`src/rtl/shift_reg_pkg.sv`:
```
`default_nettype none
// ============================================================================
//  Module      : shift_reg_pkg
//  Description : Shared op-code and state encodings for the universal shift
//                register and its one-step datapath.
//  Revision    : 1.0 - initial release
// ============================================================================
package shift_reg_pkg;

    // Command op codes as seen on cmd_op
    typedef enum logic [2:0] {
        OP_NOP   = 3'd0,
        OP_LOAD  = 3'd1,
        OP_SHR   = 3'd2,
        OP_SHL   = 3'd3,
        OP_ROR   = 3'd4,
        OP_ROL   = 3'd5,
        OP_ASR   = 3'd6,
        OP_CLEAR = 3'd7
    } op_e;

    // Burst engine states
    typedef enum logic [1:0] {
        ST_IDLE = 2'd0,
        ST_RUN  = 2'd1,
        ST_DONE = 2'd2
    } state_e;

endpackage : shift_reg_pkg
`default_nettype wire

```
`src/rtl/shift_reg_univ_step.sv`:
```
`default_nettype none
// ============================================================================
//  Module      : shift_reg_univ_step
//  Description : Combinational single-step next value for the shift/rotate
//                op codes. Non-shift op codes pass the data through.
//  Revision    : 1.0 - initial release
// ============================================================================
module shift_reg_univ_step
    import shift_reg_pkg::*;
#(
    parameter int WIDTH = 4
) (
    input  op_e              i_op,
    input  logic [WIDTH-1:0] i_data,
    input  logic             i_serial_in_msb,
    input  logic             i_serial_in_lsb,
    output logic [WIDTH-1:0] o_data_next
);

    // One shift of the requested kind; anything else holds the value
    always_comb begin
        o_data_next = i_data;
        case (i_op)
            OP_SHR:  o_data_next = {i_serial_in_msb, i_data[WIDTH-1:1]};
            OP_SHL:  o_data_next = {i_data[WIDTH-2:0], i_serial_in_lsb};
            OP_ROR:  o_data_next = {i_data[0], i_data[WIDTH-1:1]};
            OP_ROL:  o_data_next = {i_data[WIDTH-2:0], i_data[WIDTH-1]};
            OP_ASR:  o_data_next = {i_data[WIDTH-1], i_data[WIDTH-1:1]};
            default: o_data_next = i_data;
        endcase
    end

endmodule : shift_reg_univ_step
`default_nettype wire

```
`src/rtl/shift_reg_univ.sv`:
```
`default_nettype none
// ============================================================================
//  Module      : shift_reg_univ
//  Description : Universal shift register with a command-driven burst engine.
//                LOAD/CLEAR/NOP complete immediately; shift/rotate ops run
//                for cmd_count cycles, then a one-cycle done pulse follows.
//  Revision    : 1.0 - initial release
// ============================================================================
module shift_reg_univ
    import shift_reg_pkg::*;
#(
    parameter int WIDTH = 4,
    parameter int CNT_W = 4
) (
    input  logic             clock,
    input  logic             reset,
    input  logic             cmd_valid,
    output logic             cmd_ready,
    input  logic [2:0]       cmd_op,
    input  logic [CNT_W-1:0] cmd_count,
    input  logic [WIDTH-1:0] load_data,
    input  logic             serial_in_msb,
    input  logic             serial_in_lsb,
    output logic [WIDTH-1:0] data_out,
    output logic             serial_out_lsb,
    output logic             serial_out_msb,
    output logic             busy,
    output logic             done
);

    state_e             r_state;
    op_e                r_op;
    logic [WIDTH-1:0]   r_data;
    logic [CNT_W-1:0]   r_remaining;

    state_e             w_state_nxt;
    op_e                w_op_nxt;
    op_e                w_cmd_op;
    logic [WIDTH-1:0]   w_data_nxt;
    logic [WIDTH-1:0]   w_step_data;
    logic [CNT_W-1:0]   w_remaining_nxt;

    assign w_cmd_op = op_e'(cmd_op);

    // Only the latched op is ever stepped; immediate ops never reach RUN
    shift_reg_univ_step #(
        .WIDTH (WIDTH)
    ) u_step (
        .i_op            (r_op),
        .i_data          (r_data),
        .i_serial_in_msb (serial_in_msb),
        .i_serial_in_lsb (serial_in_lsb),
        .o_data_next     (w_step_data)
    );

    // Next-state, next-data and remaining-count decisions
    always_comb begin
        w_state_nxt     = r_state;
        w_op_nxt        = r_op;
        w_data_nxt      = r_data;
        w_remaining_nxt = r_remaining;
        case (r_state)
            ST_IDLE: begin
                if (cmd_valid) begin
                    case (w_cmd_op)
                        OP_NOP:   w_state_nxt = ST_DONE;
                        OP_LOAD: begin
                            w_data_nxt  = load_data;
                            w_state_nxt = ST_DONE;
                        end
                        OP_CLEAR: begin
                            w_data_nxt  = '0;
                            w_state_nxt = ST_DONE;
                        end
                        default: begin
                            // Zero-length burst completes like an immediate op
                            if (cmd_count == '0) begin
                                w_state_nxt = ST_DONE;
                            end else begin
                                w_op_nxt        = w_cmd_op;
                                w_remaining_nxt = cmd_count;
                                w_state_nxt     = ST_RUN;
                            end
                        end
                    endcase
                end
            end
            ST_RUN: begin
                w_data_nxt      = w_step_data;
                w_remaining_nxt = r_remaining - CNT_W'(1);
                if (r_remaining == CNT_W'(1)) begin
                    w_state_nxt = ST_DONE;
                end
            end
            ST_DONE: w_state_nxt = ST_IDLE;
            default: w_state_nxt = ST_IDLE;
        endcase
    end

    // State, op latch, counter and data register with synchronous reset
    always_ff @(posedge clock) begin
        if (reset) begin
            r_state     <= ST_IDLE;
            r_op        <= OP_NOP;
            r_data      <= '0;
            r_remaining <= '0;
        end else begin
            r_state     <= w_state_nxt;
            r_op        <= w_op_nxt;
            r_data      <= w_data_nxt;
            r_remaining <= w_remaining_nxt;
        end
    end

    assign cmd_ready      = (r_state == ST_IDLE);
    assign busy           = (r_state == ST_RUN);
    assign done           = (r_state == ST_DONE);
    assign data_out       = r_data;
    assign serial_out_lsb = r_data[0];
    assign serial_out_msb = r_data[WIDTH-1];

endmodule : shift_reg_univ
`default_nettype wire

```
`config.mk`:
```
export PLATFORM = sky130hd
export DESIGN_NAME = shift_reg_univ
export DESIGN_NICKNAME = d
export VERILOG_FILES = /design/src/rtl/shift_reg_pkg.sv /design/src/rtl/shift_reg_univ_step.sv /design/src/rtl/shift_reg_univ.sv
export SDC_FILE = /design/constraint.sdc
export NUM_CORES = 1
export LEC_CHECK = 0
export CORE_MARGIN = 3
export CORE_UTILIZATION = 35
export DETAILED_ROUTE_END_ITERATION = 10
export GPL_ROUTABILITY_DRIVEN = 1
export GPL_TIMING_DRIVEN = 0
export HOLD_SLACK_MARGIN = 0.06
export PLACE_DENSITY = 0.62
export SLEW_MARGIN = 5
export SYNTH_ARGS = -nofsm -noshare
export SYNTH_HDL_FRONTEND = slang
export SYNTH_SLANG_ARGS = --single-unit
```
`constraint.sdc`:
```
create_clock -name clock -period 4.25 [get_ports clock]
set_input_delay 0.425 -clock clock [delete_from_list [all_inputs] [get_ports clock]]
set_output_delay 0.425 -clock clock [all_outputs]
set_load 0.005 [all_outputs]
```
# Word level (Yosys, flattened, before mapping)
# Index checks and enable logic that the tools add are counted.
# Widths: inputs -> output; s select.
[word_totals]
regBits = 13
latchBits = 0
ramBits = 0
mem_bits_ro = 0
inputBits = 16
output_inout_bits = 9
word_cells = 49
n_memories = 0
[classes]
add_sub_neg = 1
multipliers = 0
div_mod_pow = 0
magnitude_cmp = 0
n_eq_ne = 18
n_shift = 0
mux = 13
n_bitwise = 2
reduce_logical = 10
[op_table]
columns = ["operator", "n"]
rows = [
  ["$pmux 4 s2", 3],
  ["$pmux 4 s5", 1],
  ["$mux 4", 4],
  ["$eq 3x3->1 const B", 4],
  ["$reduce_and 4->1", 3],
  ["$mux 2", 4],
  ["$ne 2x2->1 const B", 4],
  ["$eq 3x2->1 const B", 2],
  ["$ne 6x1->1 const B", 1],
  ["$ne 5x1->1 const B", 1],
  ["$reduce_and 5->1", 1],
  ["$eq 4x1->1 const B", 1],
  ["$logic_not 4->1", 1],
  ["$pmux 2 s2", 1],
  ["$sub 4x1->4 const B", 1],
  ["$eq 3x1->1 const B", 1],
  ["$logic_not 3->1", 1],
  ["$ne 3x1->1 const B", 1],
  ["$reduce_or 3->1", 1],
  ["$eq 2x1->1 const B", 1],
  ["$eq 2x2->1 const B", 1],
  ["$logic_not 2->1", 1],
  ["$ne 2x1->1 const B", 1],
  ["$not 1->1", 2],
  ["other kinds (2)", 2],
]

# Longest topological paths before layout
[logic_depth]
depth_word = 5
depth_mapped = 6
depth_no_buf = 5

# By module
# A second synthesis with hierarchy kept.
[unflattened]
hier_cells = 110
area_unflattened_um2 = 899.6
[by_module_without_submodules]
columns = ["mod", "instances", "cells_each", "area_per_inst_um2", "seq_area_each_um2"]
rows = [
  ["shift_reg_univ", 1, 85, 709.4, 260.2],
  ["shift_reg_univ_step", 1, 25, 190.2, 0.0],
]

# Worst setup path after synthesis
# No wires, ideal clock.
[synth_timing]
kind = "input to register"
start = "input cmd_count[2]"
end = "register r_remaining[3]"
setup_time_ns = 0.132
t_arrival_ns = 1.521
t_required_ns = 4.118
path_slack_ns = 2.597
stages = 5
n_path_buf = 1
path_cell_list = "or4_4 -> and4_4 -> buf_6 -> a22oi_1 -> a21oi_1"
[synth_via]
elab_chain_cells = 3
[synth_rtl]
columns = ["element", "line", "source"]
rows = [
  ["from (decl)", "shift_reg_univ.sv:20", "input logic [CNT_W-1:0] cmd_count,"],
  ["$logic_not 4->1", "shift_reg_univ.sv:77", "if (cmd_count == '0) begin"],
  ["$ne 2x2->1 (no source line)", "--", ""],
  ["$reduce_and 4->1 (no source line)", "--", ""],
  ["to (signal assigned)", "shift_reg_univ.sv:111", "r_remaining <= w_remaining_nxt;"],
  ["to (decl)", "shift_reg_univ.sv:34", "logic [CNT_W-1:0] r_remaining;"],
]
# No other way between the ends.
# A chain may end at the register's enable or synchronous reset.

# Worst setup path in the final report
[layout_timing]
start = "register r_state[1]"
end = "output busy"
[layout_via]
elab_chain_cells = 1
[layout_rtl]
columns = ["element", "line", "source"]
rows = [
  ["from (decl)", "shift_reg_univ.sv:31", "state_e r_state;"],
  ["from (signal assigned)", "shift_reg_univ.sv:108", "r_state <= w_state_nxt;"],
  ["$eq 2x1->1", "shift_reg_univ.sv:116", "assign busy = (r_state == ST_RUN);"],
  ["to (decl)", "shift_reg_univ.sv:27", "output logic busy,"],
]
# No other way between the ends.

==> flow_metrics.env <==
export IMPL_status="finished, final reports clean"
export IMPL_ys_ff_latch=13
export IMPL_portBuffers=24
export IMPL_ios=25
export IMPL_syn_to_final_growth_pct=32.9
export IMPL_rsz0062_at_grt="no"
export IMPL_antennaDiodeCount=0
export IMPL_cts_root_buf="clkbuf_4"
export IMPL_synth_cell_area_sq_um=917
export IMPL_top_usage_layer="met2"
export IMPL_fin_crit_ns=2.13
export IMPL_die_width_um=57.2
export IMPL_fmaxAchievable_mhz=468
export IMPL_antenna_found_initial=0
export IMPL_dr_total_vias=944
export IMPL_grtUsageMet3_pct=4.52
export IMPL_crit_fanout=10
export IMPL_place_ws_ns=2.07
export IMPL_die_y_um=57.2
export IMPL_synthFlopType="dfxtp_1"
export IMPL_p_per_area_nw_per_um2=280
export IMPL_start_kind="register"
export IMPL_r2r_slack_ns=2.62
export IMPL_route_detailed_drc=0
export IMPL_peakVddDrop_mv=0.177
export IMPL_r2r_end="data_out[3]$_SDFFE_PP0P_"
export IMPL_drv_cap=0
export IMPL_timing_setup_tns_ns=0
export IMPL_fin_crit_sh_pct=50.2
export IMPL_met1_usage_pct=22.4
export IMPL_drive_gt1_share_pct=8.39
export IMPL_critPathKind="register to output port"
export IMPL_drt_iter0_markers=10
export IMPL_clock_skew_ns=0.00632
export IMPL_avgSynthCellArea_sq_um=7.98
export IMPL_setup_viol_count_final=0
export IMPL_synth_top_area_share_pct=28.4
export IMPL_start_util_pct=39.2
export IMPL_synth_cell_types=40
export IMPL_cts_tree="yes"
export IMPL_setup_slack_ns=2.12
export IMPL_fin_cells=171
export IMPL_wl_per_cell_um=14.0
export IMPL_p_leak_nw=0.449
export IMPL_post_place_cells=167
export IMPL_synthesis_nets=133
export IMPL_gp_congestion=0.803
export IMPL_synth_edf_count=0
export IMPL_cts_sinks=13
export IMPL_synthCells=115
export IMPL_place_hpwl_mm=1.84
export IMPL_grt_util_all_layers_pct=15.5
export IMPL_crit_start="r_state[1]$_SDFFE_PP0P_"
export IMPL_hp_class="register to register"
export IMPL_critPathArrivalTime_ns=1.71
export IMPL_post_cts_buffers=0
export IMPL_timing_hold_ws_ns=0.515
export IMPL_r2r_start="r_state[1]$_SDFFE_PP0P_"
export IMPL_clock_latency_ns=0.27
export IMPL_tightest_slew_ns=0.462
export IMPL_required_ns=3.83
export IMPL_synth_async_reset_ratio_pct=0
export IMPL_clk_pin_slew_worst_paths_ns=0.08
export IMPL_ant_nets=0
export IMPL_clockBufferDepth=2
export IMPL_cts_buffers_inserted=3
export IMPL_finalMaxSlewViolations=0
export IMPL_critPathCaptureType="output port"
export IMPL_htree_levels=1
export IMPL_synthTopCellsByArea="dfxtp_1 28%, mux2i_1 5.5%, nor2_1 4.1%"
export IMPL_coreArea_sq_um=2340
export IMPL_final_cell_mix="24 x clkdlybuf4s50_1, 13 x dfxtp_1, 10 x nor2_1, 7 x clkbuf_1, 7 x nand3_1"
export IMPL_reg2reg_depth=5
export IMPL_via_per_inst=5.52
export IMPL_ys_seq_area_share_pct=28.4
export IMPL_power_w=0.000341
export IMPL_grt_max_degree=11
export IMPL_drt_pass1_iter_count=4
export IMPL_netlist_top_cell_by_area="dfxtp_1"
export IMPL_layout_nets=162
export IMPL_grt_pass1_vias=859
export IMPL_cts_resized=0
export IMPL_fp_row_count=17
export IMPL_slew_limit_headroom_pct=68.4
export IMPL_met2_usage_pct=23.2
export IMPL_hold_viol_final=0
export IMPL_grt_overflow_total=0
export IMPL_ys_warn_count=0
export IMPL_crit_end="busy"
export IMPL_wl_mm=2.39
export IMPL_dieArea_sq_um=3270
export IMPL_grt_first_pass_wirelength_mm=4.05
export IMPL_cts_hold_buf=0
export IMPL_final_common_cell="clkdlybuf4s50_1"
==> metrics by stage <==
| step | utilization, % | area, sq um |
|---|---|---|
| 6_report | 52.1 | 1220 |
| 5_1_grt | 52.1 | 1220 |
| 3_3_place_gp | 51.0 | 1190 |
| 3_5_place_dp | 51.0 | 1190 |
| 2_1_floorplan | - | 917 |
| 4_1_cts | 52.1 | 1220 |
==> cells by family (layout without fill, tap and decap cells) <==
family                   after synthesis  count (layout)  synth area share [%]
buffers and inverters                 14              42                  7.64
XOR/XNOR                               3               3                  2.87
AO/OA/AOI/OAI                         27              27                  20.6
flip-flops                            13              13                  28.4
AND/OR/NAND/NOR                       51              51                  32.3
multiplexers                           5               5                  5.46
adder cells (fa/ha/maj)                2               2                  2.73
==> where the power goes <==
group | internal [W] | leakage (nW) | switching [W]
clock network | 0.0000364 | 0.0150 | 0.0000394
registers | 0.000134 | 0.107 | 0.0000122
logic | 0.0000635 | 0.327 | 0.0000556
total | 0.000233 | 0.449 | 0.000107
==> critical path, stage by stage, from the launching register on <==
cell,delay (ns)
dfxtp_1,0.41
nand2b_1,0.21
clkinv_1,0.28
clkdlybuf4s50_1,0.54
==> cells in the mapped netlist, types with 2 or more instances <==
library cell / count
mux2i_1: 5
nor3b_1: 4
a21boi_0: 2
ha_1: 2
nor3_1: 5
clkbuf_1: 6
nand2b_1: 3
nor2_1: 10
nand2_1: 5
o21ai_0: 3
buf_2: 2
dfxtp_1: 13
inv_1: 2
buf_4: 2
and3_1: 4
nand3_1: 7
a21oi_1: 6
a311oi_1: 4
nor2b_1: 4
a31oi_1: 3
nand4_1: 3
xor2_1: 2
==> how the worst min path moves through the flow <==
stage | startpoint | endpoint | cells after the start
2_1_floorplan | r_remaining[1]$_SDFFE_PP0P_ | r_remaining[1]$_SDFFE_PP0P_ | 2
3_3_place_gp | r_remaining[1]$_SDFFE_PP0P_ | r_remaining[1]$_SDFFE_PP0P_ | 2
3_5_place_dp | r_remaining[1]$_SDFFE_PP0P_ | r_remaining[1]$_SDFFE_PP0P_ | 2
4_1_cts | r_remaining[1]$_SDFFE_PP0P_ | r_remaining[1]$_SDFFE_PP0P_ | 2
5_1_grt | r_remaining[1]$_SDFFE_PP0P_ | r_remaining[1]$_SDFFE_PP0P_ | 2
6_report | r_remaining[1]$_SDFFE_PP0P_ | r_remaining[1]$_SDFFE_PP0P_ | 2
==> state kept, by name, indices dropped and copies added, names as in the netlist <==
| name | flops |
|---|---|
| data_out | 4 |
| r_state | 2 |
| r_remaining | 4 |
| r_op | 3 |
==> cell type report <==
cell class | count | area (sq um)
Buffer | 11 | 58.8
Multi-Input combinational cell | 88 | 587
Fill cell | 253 | 1120
Clock buffer | 4 | 26.3
Inverter | 3 | 11.3
Sequential cell | 13 | 260
Tap cell | 28 | 35.0
Timing Repair Buffer | 24 | 240
==> layer usage <==
layer | routed length [um] | vias to the layer above
met5 | 0 | -
li1 | - | 485
met3 | 127 | 2
met2 | 1050 | 20
met4 | 18 | 0
met1 | 1200 | 437
(Power assumes the default switching activity.)
